===== src/rtl/accel_sha256_core.sv =====
// Iterative SHA-256 compression engine: one round per cycle, result streamed as eight digest words plus a status word.
// Build option: define SHA_DOUBLE_EN to include the double-hash (second pass) path.
module accel_sha256_core #(
  parameter logic [15:0] CTRL_ADDR   = 16'hF000,
  parameter logic [15:0] RESULT_BASE = 16'hF010,
  parameter logic [15:0] STATUS_ADDR = 16'hF018
) (
  input  logic         clk,
  input  logic         rst_n,
  input  logic         cpu_wrt_en,
  input  logic [31:0]  cpu_wrt_data,
  input  logic [15:0]  cpu_addr,
  input  logic [511:0] accel_rd_data,
  output logic         accel_wrt_en,
  output logic [15:0]  accel_addr,
  output logic [31:0]  accel_wrt_data
);

  localparam logic [31:0] IV [8] = '{
    32'h6a09e667, 32'hbb67ae85, 32'h3c6ef372, 32'ha54ff53a,
    32'h510e527f, 32'h9b05688c, 32'h1f83d9ab, 32'h5be0cd19};

  localparam logic [31:0] K [64] = '{
    32'h428a2f98, 32'h71374491, 32'hb5c0fbcf, 32'he9b5dba5, 32'h3956c25b, 32'h59f111f1, 32'h923f82a4, 32'hab1c5ed5,
    32'hd807aa98, 32'h12835b01, 32'h243185be, 32'h550c7dc3, 32'h72be5d74, 32'h80deb1fe, 32'h9bdc06a7, 32'hc19bf174,
    32'he49b69c1, 32'hefbe4786, 32'h0fc19dc6, 32'h240ca1cc, 32'h2de92c6f, 32'h4a7484aa, 32'h5cb0a9dc, 32'h76f988da,
    32'h983e5152, 32'ha831c66d, 32'hb00327c8, 32'hbf597fc7, 32'hc6e00bf3, 32'hd5a79147, 32'h06ca6351, 32'h14292967,
    32'h27b70a85, 32'h2e1b2138, 32'h4d2c6dfc, 32'h53380d13, 32'h650a7354, 32'h766a0abb, 32'h81c2c92e, 32'h92722c85,
    32'ha2bfe8a1, 32'ha81a664b, 32'hc24b8b70, 32'hc76c51a3, 32'hd192e819, 32'hd6990624, 32'hf40e3585, 32'h106aa070,
    32'h19a4c116, 32'h1e376c08, 32'h2748774c, 32'h34b0bcb5, 32'h391c0cb3, 32'h4ed8aa4a, 32'h5b9cca4f, 32'h682e6ff3,
    32'h748f82ee, 32'h78a5636f, 32'h84c87814, 32'h8cc70208, 32'h90befffa, 32'ha4506ceb, 32'hbef9a3f7, 32'hc67178f2};

  typedef enum logic [2:0] {IDLE, LOAD, ROUND, ADD, WRITE, STATUS} state_t;

  function automatic logic [31:0] bsig0(input logic [31:0] x);
    return {x[1:0], x[31:2]} ^ {x[12:0], x[31:13]} ^ {x[21:0], x[31:22]};
  endfunction

  function automatic logic [31:0] bsig1(input logic [31:0] x);
    return {x[5:0], x[31:6]} ^ {x[10:0], x[31:11]} ^ {x[24:0], x[31:25]};
  endfunction

  function automatic logic [31:0] ssig0(input logic [31:0] x);
    return {x[6:0], x[31:7]} ^ {x[17:0], x[31:18]} ^ (x >> 3);
  endfunction

  function automatic logic [31:0] ssig1(input logic [31:0] x);
    return {x[16:0], x[31:17]} ^ {x[18:0], x[31:19]} ^ (x >> 10);
  endfunction

  state_t      state_q, state_d;
  logic [5:0]  cnt_q, cnt_d;
  logic        cont_q, cont_d;
  logic [31:0] work_q [8];
  logic [31:0] work_d [8];
  logic [31:0] hinit_q [8];
  logic [31:0] hinit_d [8];
  logic [31:0] hprev_q [8];
  logic [31:0] hprev_d [8];
  logic [31:0] w_q [16];
  logic [31:0] w_d [16];
  logic [31:0] hsum [8];
  logic        en_q, en_d;
  logic [15:0] addr_q, addr_d;
  logic [31:0] data_q, data_d;
  logic [31:0] t1, t2;
  logic        cmd_accept;

`ifdef SHA_DOUBLE_EN
  logic dbl_q, dbl_d;
  logic unused_bits;
  assign unused_bits = &{1'b0, cpu_wrt_data[31:3]};
`else
  logic unused_bits;
  assign unused_bits = &{1'b0, cpu_wrt_data[31:2]};
`endif

  assign cmd_accept = cpu_wrt_en && (cpu_addr == CTRL_ADDR) && cpu_wrt_data[0] && (state_q == IDLE);

  always_comb begin
    for (int i = 0; i < 8; i++) hsum[i] = hinit_q[i] + work_q[i];
  end

  always_comb begin
    state_d = state_q;
    cnt_d   = cnt_q;
    cont_d  = cont_q;
    work_d  = work_q;
    hinit_d = hinit_q;
    hprev_d = hprev_q;
    w_d     = w_q;
    en_d    = 1'b0;
    addr_d  = '0;
    data_d  = '0;
    t1      = work_q[7] + bsig1(work_q[4]) + ((work_q[4] & work_q[5]) ^ (~work_q[4] & work_q[6]))
              + K[cnt_q] + w_q[0];
    t2      = bsig0(work_q[0]) + ((work_q[0] & work_q[1]) ^ (work_q[0] & work_q[2]) ^ (work_q[1] & work_q[2]));
`ifdef SHA_DOUBLE_EN
    dbl_d   = dbl_q;
`endif
    case (state_q)
      IDLE: begin
        if (cmd_accept) begin
          state_d = LOAD;
          cont_d  = cpu_wrt_data[1];
`ifdef SHA_DOUBLE_EN
          dbl_d   = cpu_wrt_data[2];
`endif
          for (int i = 0; i < 16; i++) w_d[i] = accel_rd_data[511-32*i -: 32];
        end
      end
      LOAD: begin
        for (int i = 0; i < 8; i++) begin
          hinit_d[i] = cont_q ? hprev_q[i] : IV[i];
          work_d[i]  = cont_q ? hprev_q[i] : IV[i];
        end
        cnt_d   = '0;
        state_d = ROUND;
      end
      ROUND: begin
        work_d[0] = t1 + t2;
        work_d[1] = work_q[0];
        work_d[2] = work_q[1];
        work_d[3] = work_q[2];
        work_d[4] = work_q[3] + t1;
        work_d[5] = work_q[4];
        work_d[6] = work_q[5];
        work_d[7] = work_q[6];
        // Rolling schedule: slot 0 always holds W[t]; slot 15 receives W[t+16].
        for (int i = 0; i < 15; i++) w_d[i] = w_q[i+1];
        w_d[15] = ssig1(w_q[14]) + w_q[9] + ssig0(w_q[1]) + w_q[0];
        cnt_d   = cnt_q + 6'd1;
        if (cnt_q == 6'd63) begin
          cnt_d   = '0;
          state_d = ADD;
        end
      end
      ADD: begin
        hprev_d = hsum;
        cnt_d   = '0;
        state_d = WRITE;
        en_d    = 1'b1;
        addr_d  = RESULT_BASE;
        data_d  = hsum[0];
`ifdef SHA_DOUBLE_EN
        if (dbl_q) begin
          dbl_d   = 1'b0;
          cont_d  = 1'b0;
          state_d = LOAD;
          en_d    = 1'b0;
          addr_d  = '0;
          data_d  = '0;
          for (int i = 0; i < 8; i++) w_d[i] = hsum[i];
          w_d[8] = 32'h8000_0000;
          for (int i = 9; i < 15; i++) w_d[i] = '0;
          w_d[15] = 32'h0000_0100;
        end
`endif
      end
      WRITE: begin
        // Output registers run one word ahead of cnt_q so each strobe lands in its WRITE cycle.
        en_d = 1'b1;
        if (cnt_q[2:0] == 3'd7) begin
          state_d = STATUS;
          addr_d  = STATUS_ADDR;
          data_d  = 32'h0000_0001;
        end else begin
          addr_d  = RESULT_BASE + {10'd0, cnt_q} + 16'd1;
          data_d  = hprev_q[cnt_q[2:0] + 3'd1];
          cnt_d   = cnt_q + 6'd1;
        end
      end
      STATUS: begin
        cnt_d   = '0;
        state_d = IDLE;
      end
      default: state_d = IDLE;
    endcase
  end

  always_ff @(posedge clk) begin
    if (!rst_n) begin
      state_q <= IDLE;
      cnt_q   <= '0;
      cont_q  <= 1'b0;
      en_q    <= 1'b0;
      addr_q  <= '0;
      data_q  <= '0;
      for (int i = 0; i < 8; i++) begin
        hprev_q[i] <= IV[i];
        hinit_q[i] <= '0;
        work_q[i]  <= '0;
      end
      for (int i = 0; i < 16; i++) w_q[i] <= '0;
`ifdef SHA_DOUBLE_EN
      dbl_q   <= 1'b0;
`endif
    end else begin
      state_q <= state_d;
      cnt_q   <= cnt_d;
      cont_q  <= cont_d;
      en_q    <= en_d;
      addr_q  <= addr_d;
      data_q  <= data_d;
      hprev_q <= hprev_d;
      hinit_q <= hinit_d;
      work_q  <= work_d;
      w_q     <= w_d;
`ifdef SHA_DOUBLE_EN
      dbl_q   <= dbl_d;
`endif
    end
  end

  assign accel_wrt_en   = en_q;
  assign accel_addr     = addr_q;
  assign accel_wrt_data = data_q;

endmodule


===== config.mk =====
export PLATFORM = sky130hd
export DESIGN_NAME = accel_sha256_core
export DESIGN_NICKNAME = d
export VERILOG_FILES = /design/src/rtl/accel_sha256_core.sv
export SDC_FILE = /design/constraint.sdc
export NUM_CORES = 2
export LEC_CHECK = 0
export BUFFER_PORTS_ARGS = -buffer_cell sky130_fd_sc_hd__buf_2
export CAP_MARGIN = 20
export CELL_PAD_IN_SITES_DETAIL_PLACEMENT = 1
export CELL_PAD_IN_SITES_GLOBAL_PLACEMENT = 2
export CORE_ASPECT_RATIO = 2
export CORE_MARGIN = 5
export CORE_UTILIZATION = 36
export DETAILED_ROUTE_END_ITERATION = 10
export GPL_TIMING_DRIVEN = 0
export PLACE_DENSITY = 0.89
export REMOVE_ABC_BUFFERS = 1
export SLEW_MARGIN = 20
export SYNTH_ARGS = -nofsm -noshare
export SYNTH_HDL_FRONTEND = slang
export SYNTH_SLANG_ARGS = --single-unit

===== constraint.sdc =====
create_clock -name clk -period 9.63 [get_ports clk]
set_input_delay 1.926 -clock clk [delete_from_list [all_inputs] [get_ports clk]]
set_output_delay 1.926 -clock clk [all_outputs]
set_load 0.02 [all_outputs]

### Yosys cells after proc, flatten, opt, wreduce, memory -nomap -nowiden

Memory sizes are Yosys's and may differ from the RTL's.
Index checks and enable logic that the tools add are counted.

| word-level totals | value |
|---|---|
| memories | 1 |
| bits in read-only memories | 2048 |
| output and inout bits | 49 |
| register bits after elaboration | 1339 |
| word-level logic and storage cells | 143 |

Memories:

| memory | words | bits a word | rd ports | clocked after memory_dff | wr ports | line | source |
|---|---|---|---|---|---|---|---|
| (no name shown) | 64 | 32 | 1 | 0 | 0 | 96 | `+ K[cnt_q] + w_q[0];` |

| operators by class | value |
|---|---|
| equal/unequal tests | 12 |
| $lt $le $gt $ge | 2 |
| muxes and demuxes | 28 |
| bitwise gates (word level) | 19 |
| add/subtract/negate cells | 22 |
| reduce and logical (&&, ||, !) cells | 13 |

Operators by type and width:

| operator | number |
|---|---|
| 512-bit one-hot mux with 2 select lines | 1 |
| 32-bit adder | 18 |
| 512-bit two-way mux | 1 |
| 256-bit one-hot mux with 2 select lines | 1 |
| 32-bit two-way mux | 13 |
| 32-bit bitwise XOR | 9 |
| 32-bit bitwise AND | 5 |
| 32-bit binary-select mux with 3-bit select | 1 |
| 32-bit one-hot mux with 2 select lines | 1 |
| 32-bit inverter | 1 |
| 16-bit one-hot mux with 2 select lines | 1 |
| 32-bit by 22-bit bitwise XOR with 32-bit output | 1 |
| 32-bit by 29-bit bitwise XOR with 32-bit output | 1 |
| 6-bit one-hot mux with 3 select lines | 1 |
| 16-bit equality test (second input constant) | 1 |
| 16-bit two-way mux | 1 |
| 14-bit by 2-bit adder with 15-bit output (second input constant) | 1 |
| 3-bit one-hot mux with 5 select lines | 1 |
| 13-bit by 7-bit adder with 14-bit output (first input constant) | 1 |
| 6-bit two-way mux | 2 |
| 3-bit equality test (second input constant) | 3 |
| 3-bit two-way mux | 3 |
| 2-bit != test (second input constant) | 4 |
| 7-bit >= comparator (second input constant) | 1 |
| other kinds (17) | 23 |

### Longest topological paths before layout

| depth | value |
|---|---|
| depth in word-level cells | 8 |
| gate-level depth with buffers | 41 |
| mapped depth without buffers | 38 |

### Least setup slack after synthesis

OpenSTA, ideal clock, no wires.

| timing path | value |
|---|---|
| kind | register -> register |
| start point | register cnt_q[0] |
| end point | register work_q[255] (netlist bit) |
| setup time | 0.075 ns |
| data arrival time | 8.464 ns |
| buffers on the path | 5 |
| setup slack | 1.091 ns |
| cell stages (with the launch flop) | 39 |
| cell sequence | dfxtp_1 -> clkbuf_1 -> buf_2 -> buf_1 -> inv_1 -> ha_1 -> clkbuf_1 -> clkbuf_1 -> nor2b_1 -> o31ai_1 -> a221oi_1 -> a211oi_1 -> fa_1 -> inv_1 -> ha_1 -> fa_1 -> a211o_1 -> o211ai_1 -> (+3 left out) -> nor2b_1 -> o21ai_0 -> nand2b_1 -> xor2_1 -> inv_1 -> fa_1 -> inv_1 -> ha_1 -> a21o_1 -> a21o_1 -> o211ai_1 -> nand2_1 -> o41ai_2 -> o21ai_1 -> a21o_1 -> a21oi_1 -> xnor3_1 -> o22ai_1 |

| on the way | value |
|---|---|
| longest elaborated chain between the ends | 8 |

Ends and longest elaborated chain:

| element | line | source |
|---|---|---|
| start: declaration | 52 | `logic [5:0] cnt_q, cnt_d;` |
| start signal: assignment | 200 | `cnt_q <= cnt_d;` |
| 6-bit inverter with 7-bit output (implied by the code) | 96 |  |
| memory read 64 x 32 bit | -- |  |
| 32-bit two-way mux (implied by the code) (2 in series) | 96 |  |
| 32-bit adder (2 in series) | 96 |  |
| 32-bit adder | 121 | `work_d[0] = t1 + t2;` |
| 256-bit one-hot mux with 2 select lines | 101 | `case (state_q)` |
| end signal: assignment | 207 | `work_q <= work_d;` |
| end: declaration | 54 | `logic [31:0] work_q [8];` |

No other way between the ends. The select of a mux whose other input is x is not followed.
A chain may end at the register's enable or synchronous reset.

### Final worst setup path

| timing path | value |
|---|---|
| start point | register cnt_q[0] |
| end point | register work_q[125] (netlist bit) |

| on the way | value |
|---|---|
| longest elaborated chain between the ends | 8 |

Ends and longest elaborated chain:

| element | line | source |
|---|---|---|
| 6-bit inverter with 7-bit output (implied by the code) | 96 |  |
| memory read 64 x 32 bit | -- |  |
| 32-bit two-way mux (implied by the code) (2 in series) | 96 |  |
| 32-bit adder (2 in series) | 96 |  |
| 32-bit adder | 125 | `work_d[4] = work_q[3] + t1;` |
| 256-bit one-hot mux with 2 select lines | 101 |  |

No other way between the ends. The select of a mux whose other input is x is not followed.

==> results by group <==
Clock network
  • CTS Root Cell: clkbuf_16
  • Clock buffer depth: 4
  • Htree depth: 4
  • CTS Buf Count: 148
  • Clk_lat worst skew: 830 ps
  • # hold bufs at CTS: 0
  • CTS Sinks: 1331
  • CTS tree: done
  • Clock slew at reported path FFs: 70 ps

Synthesis
  • Synth Register Bits: 1331
  • Synth top cells by count: nand2_1 (1921), dfxtp_1 (1331), nor2_1 (1144), clkbuf_1 (760), a21oi_1 (711)
  • Synthesized cell area: 82200 um2
  • Synth warnings: 0
  • Synth cell types: 85
  • Predominant post-synthesis flop cell: dfxtp_1
  • Number of flops mapped to enable cells by yosys: 0
  • Mean Syn Cell Area: 7.84 um2
  • Most common cell in the netlist: nand2_1
  • Ys async rst share: 0%
  • Synth area leader: dfxtp_1
  • Seq/Total Area, Yosys: 32.4%
  • Synth top area share: 32.4%
  • Post-synthesis cell count: 10494
  • Top post-synthesis cells by area: dfxtp_1 (32%), nand2_1 (8.8%), ha_1 (6.0%)

Timing
  • Hold Slack: 459 ps
  • Setup ws final: 157 ps
  • Hold Fails Final Rpt: 0
  • RSZ-0062 raised after global routing: no
  • Worst clock skew: 63.8 ps
  • Max transition margin: 20.6%
  • Final slew viol count: 0
  • Final setup viols: 0
  • Min Tclk post-route: 9470 ps
  • FMAX: 0.106 GHz
  • Slew at the pin closest to its max-slew limit: 1190 ps
  • Fin crit share: 98.4%

Run
  • Max-cap violations: 0

Detailed routing
  • DRT iter0 DRCs: 4481
  • ANT nets after route: 0
  • Avg WL per Cell: 26.7 um
  • DR DRC count: 0
  • Mean number of vias per cell: 5.90
  • TritonRoute pass-1 iters: 5
  • Via count: 80581
  • Total Wirelength: 364000 um

Critical path
  • CP Data Required Time: 10340 ps
  • RR Startpoint: cnt_q[0]
  • Worst R2R Setup Slack: 160 ps
  • Critical Path Max Stage Delay: 620 ps
  • Reg2Reg Depth: 31
  • CP max-delay cell: fa_1
  • Worst path arrival time: 10190 ps
  • Critical path capture point type: register
  • Startpoint types: register
  • CP Class: reg2reg
  • FF-to-FF End: work_q[125]
  • Worst-path fanout max: 22

Placed design
  • Worst slack, placed: -1400 ps
  • Gpl congestion: 0.946
  • Port bufs: 576
  • Placed Instances: 13374
  • HPWL after detailed placement: 275000 um

Global route
  • Vias in the first global route: 85714
  • First-pass GRT wire length: 536000 um
  • Largest net degree at the start of global routing: 132
  • Antenna violations before repair: 108
  • Grt total ovfl: 0
  • GRT Overall Usage: 29.2%

Layout
  • Layout cells sized above 1: 10.5%
  • Final #Nets: 11675
  • Non-filler cells, final: 13660
  • Layout fillers: 27442
  • Area grow syn2layout: 14.4%

Floorplanning
  • Core Area: 228000 um2
  • Initial Utilization: 36.1%
  • Die ar.: 239000 um2
  • Row count: 248
  • Die H: 686 um
  • Chip Width: 348 um
  • Top-Level Pins: 612

Hold path
  • Min-delay src: hinit_q[79]
  • End of the worst hold path: hinit_q[79]
  • Hold crit path type: reg2reg
  • WHS Path Cells: 2

Run status
  • Status: complete, no violations

Power
  • Leakage: 0.0379 uW
  • P per Cell Area: 124 nW/um2
  • Peak supply drop: 0.130 mV
==> sequential cells by signal, indices dropped and copies added (netlist names) <==
register / flops
w_q: 512
hinit_q: 256
hprev_q: 256
work_q: 256
accel_wrt_data: 32
accel_addr: 8
cnt_q: 6
state_q: 3
accel_wrt_en: 1
cont_q: 1
==> what timing repair did <==
action                     4_1_cts  5_1_grt
pin swaps                        0        1
setup endpoints to repair       28        6
gates cloned                     0        0
buffers inserted                 0        0
resized for setup                7        8
==> logic make-up after synthesis <==
kind of cell / share of synthesized area [%]
AND/OR/NAND/NOR: 18.7
multiplexers: 2.90
XOR/XNOR: 5.96
adder cells (fa/ha/maj): 10.8
AO/OA/AOI/OAI: 23.2
flip-flops: 32.4
buffers and inverters: 6.07
other: 0.00456
==> stage by stage <==
step	instance area, um2	power, uW	util (%)	setup TNS, ps
3_3_place_gp	85700	5860	37.6	-
3_5_place_dp	89100	5890	39.1	-20820
2_1_floorplan	79100	5690	-	-
5_1_grt	94000	12000	41.3	0
6_report	94000	11700	41.3	0
4_1_cts	93900	11800	41.2	0
==> how the worst max path moves through the flow <==
stage	start	to	slack (ps)	cells past startpoint
6_report	cnt_q[0]	work_q[125]	160	31
5_1_grt	cnt_q[0]	work_q[252]	40	32
4_1_cts	cnt_q[1]	work_q[125]	90	32
3_5_place_dp	cnt_q[1]	work_q[125]	-1400	32
3_3_place_gp	rst_n	hprev_q[222]	-51620	4
2_1_floorplan	state_q[0]	w_q[10]	-23100	4
==> cells in the final DEF (no fill, tap or decap), types with 31 or more instances in the layout <==
master and n:
a211oi_1 205, o21a_1 58, or3_1 31, o21bai_1 51, clkbuf_16 153, o211ai_1 283
a311oi_1 530, dfxtp_1 1324, buf_12 32, a21oi_1 709, a21o_1 188, mux4_2 68
a221oi_1 39, mux2_2 52, ha_1 389, fa_1 195, nand2_1 1917, diode_2 41
nor2_1 1138, inv_1 489, xor2_1 225, nand2b_1 52, nor2b_1 51, a31oi_1 55
nor3_1 101, buf_2 575, nand3_1 310, o21ai_1 32, xnor2_1 332, o21ai_0 367
buf_16 86
==> routing by layer <==
| metal | vias to the layer above | wire, um | track usage, % |
|---|---|---|---|
| met1 | 39915 | 123000 | 28.5 |
| met4 | 108 | 41900 | 27.2 |
| met3 | 1238 | 17200 | 4.86 |
| met5 | - | 673 | 0 |
| li1 | 36828 | - | - |
| met2 | 2492 | 181000 | 52.1 |
==> layout make-up <==
class	count	area (um2)	share of cell area [%]
flip-flops and latches	1331	26700	28.4
clock inverters	43	512	0.544
well taps	3000	3750	3.99
repair buffers	702	5980	6.35
clock buffers	202	4270	4.54
inverters	495	1880	2.00
diodes	41	103	0.109
multi-input cells	7846	50900	54.1
==> where the power goes <==
part           total [uW]  switching (uW)  internal [uW]
sequential           5500           0.361           5500
combinational         261             159            102
clock                5940            2550           3390
total               11700            2710           8990
==> worst max-delay path: cells and delay by family (launching register included) <==
kind / cells / cell delay (ps)
adders and majority gates: 4 / 1880
buffers and inverters: 3 / 630
DFF: 1 / 450
AOI/OAI and AO/OA: 14 / 4440
xor gates and xnor gates: 2 / 340
and+or+nand+nor: 8 / 1630
Power figures use the tool's default switching activity.
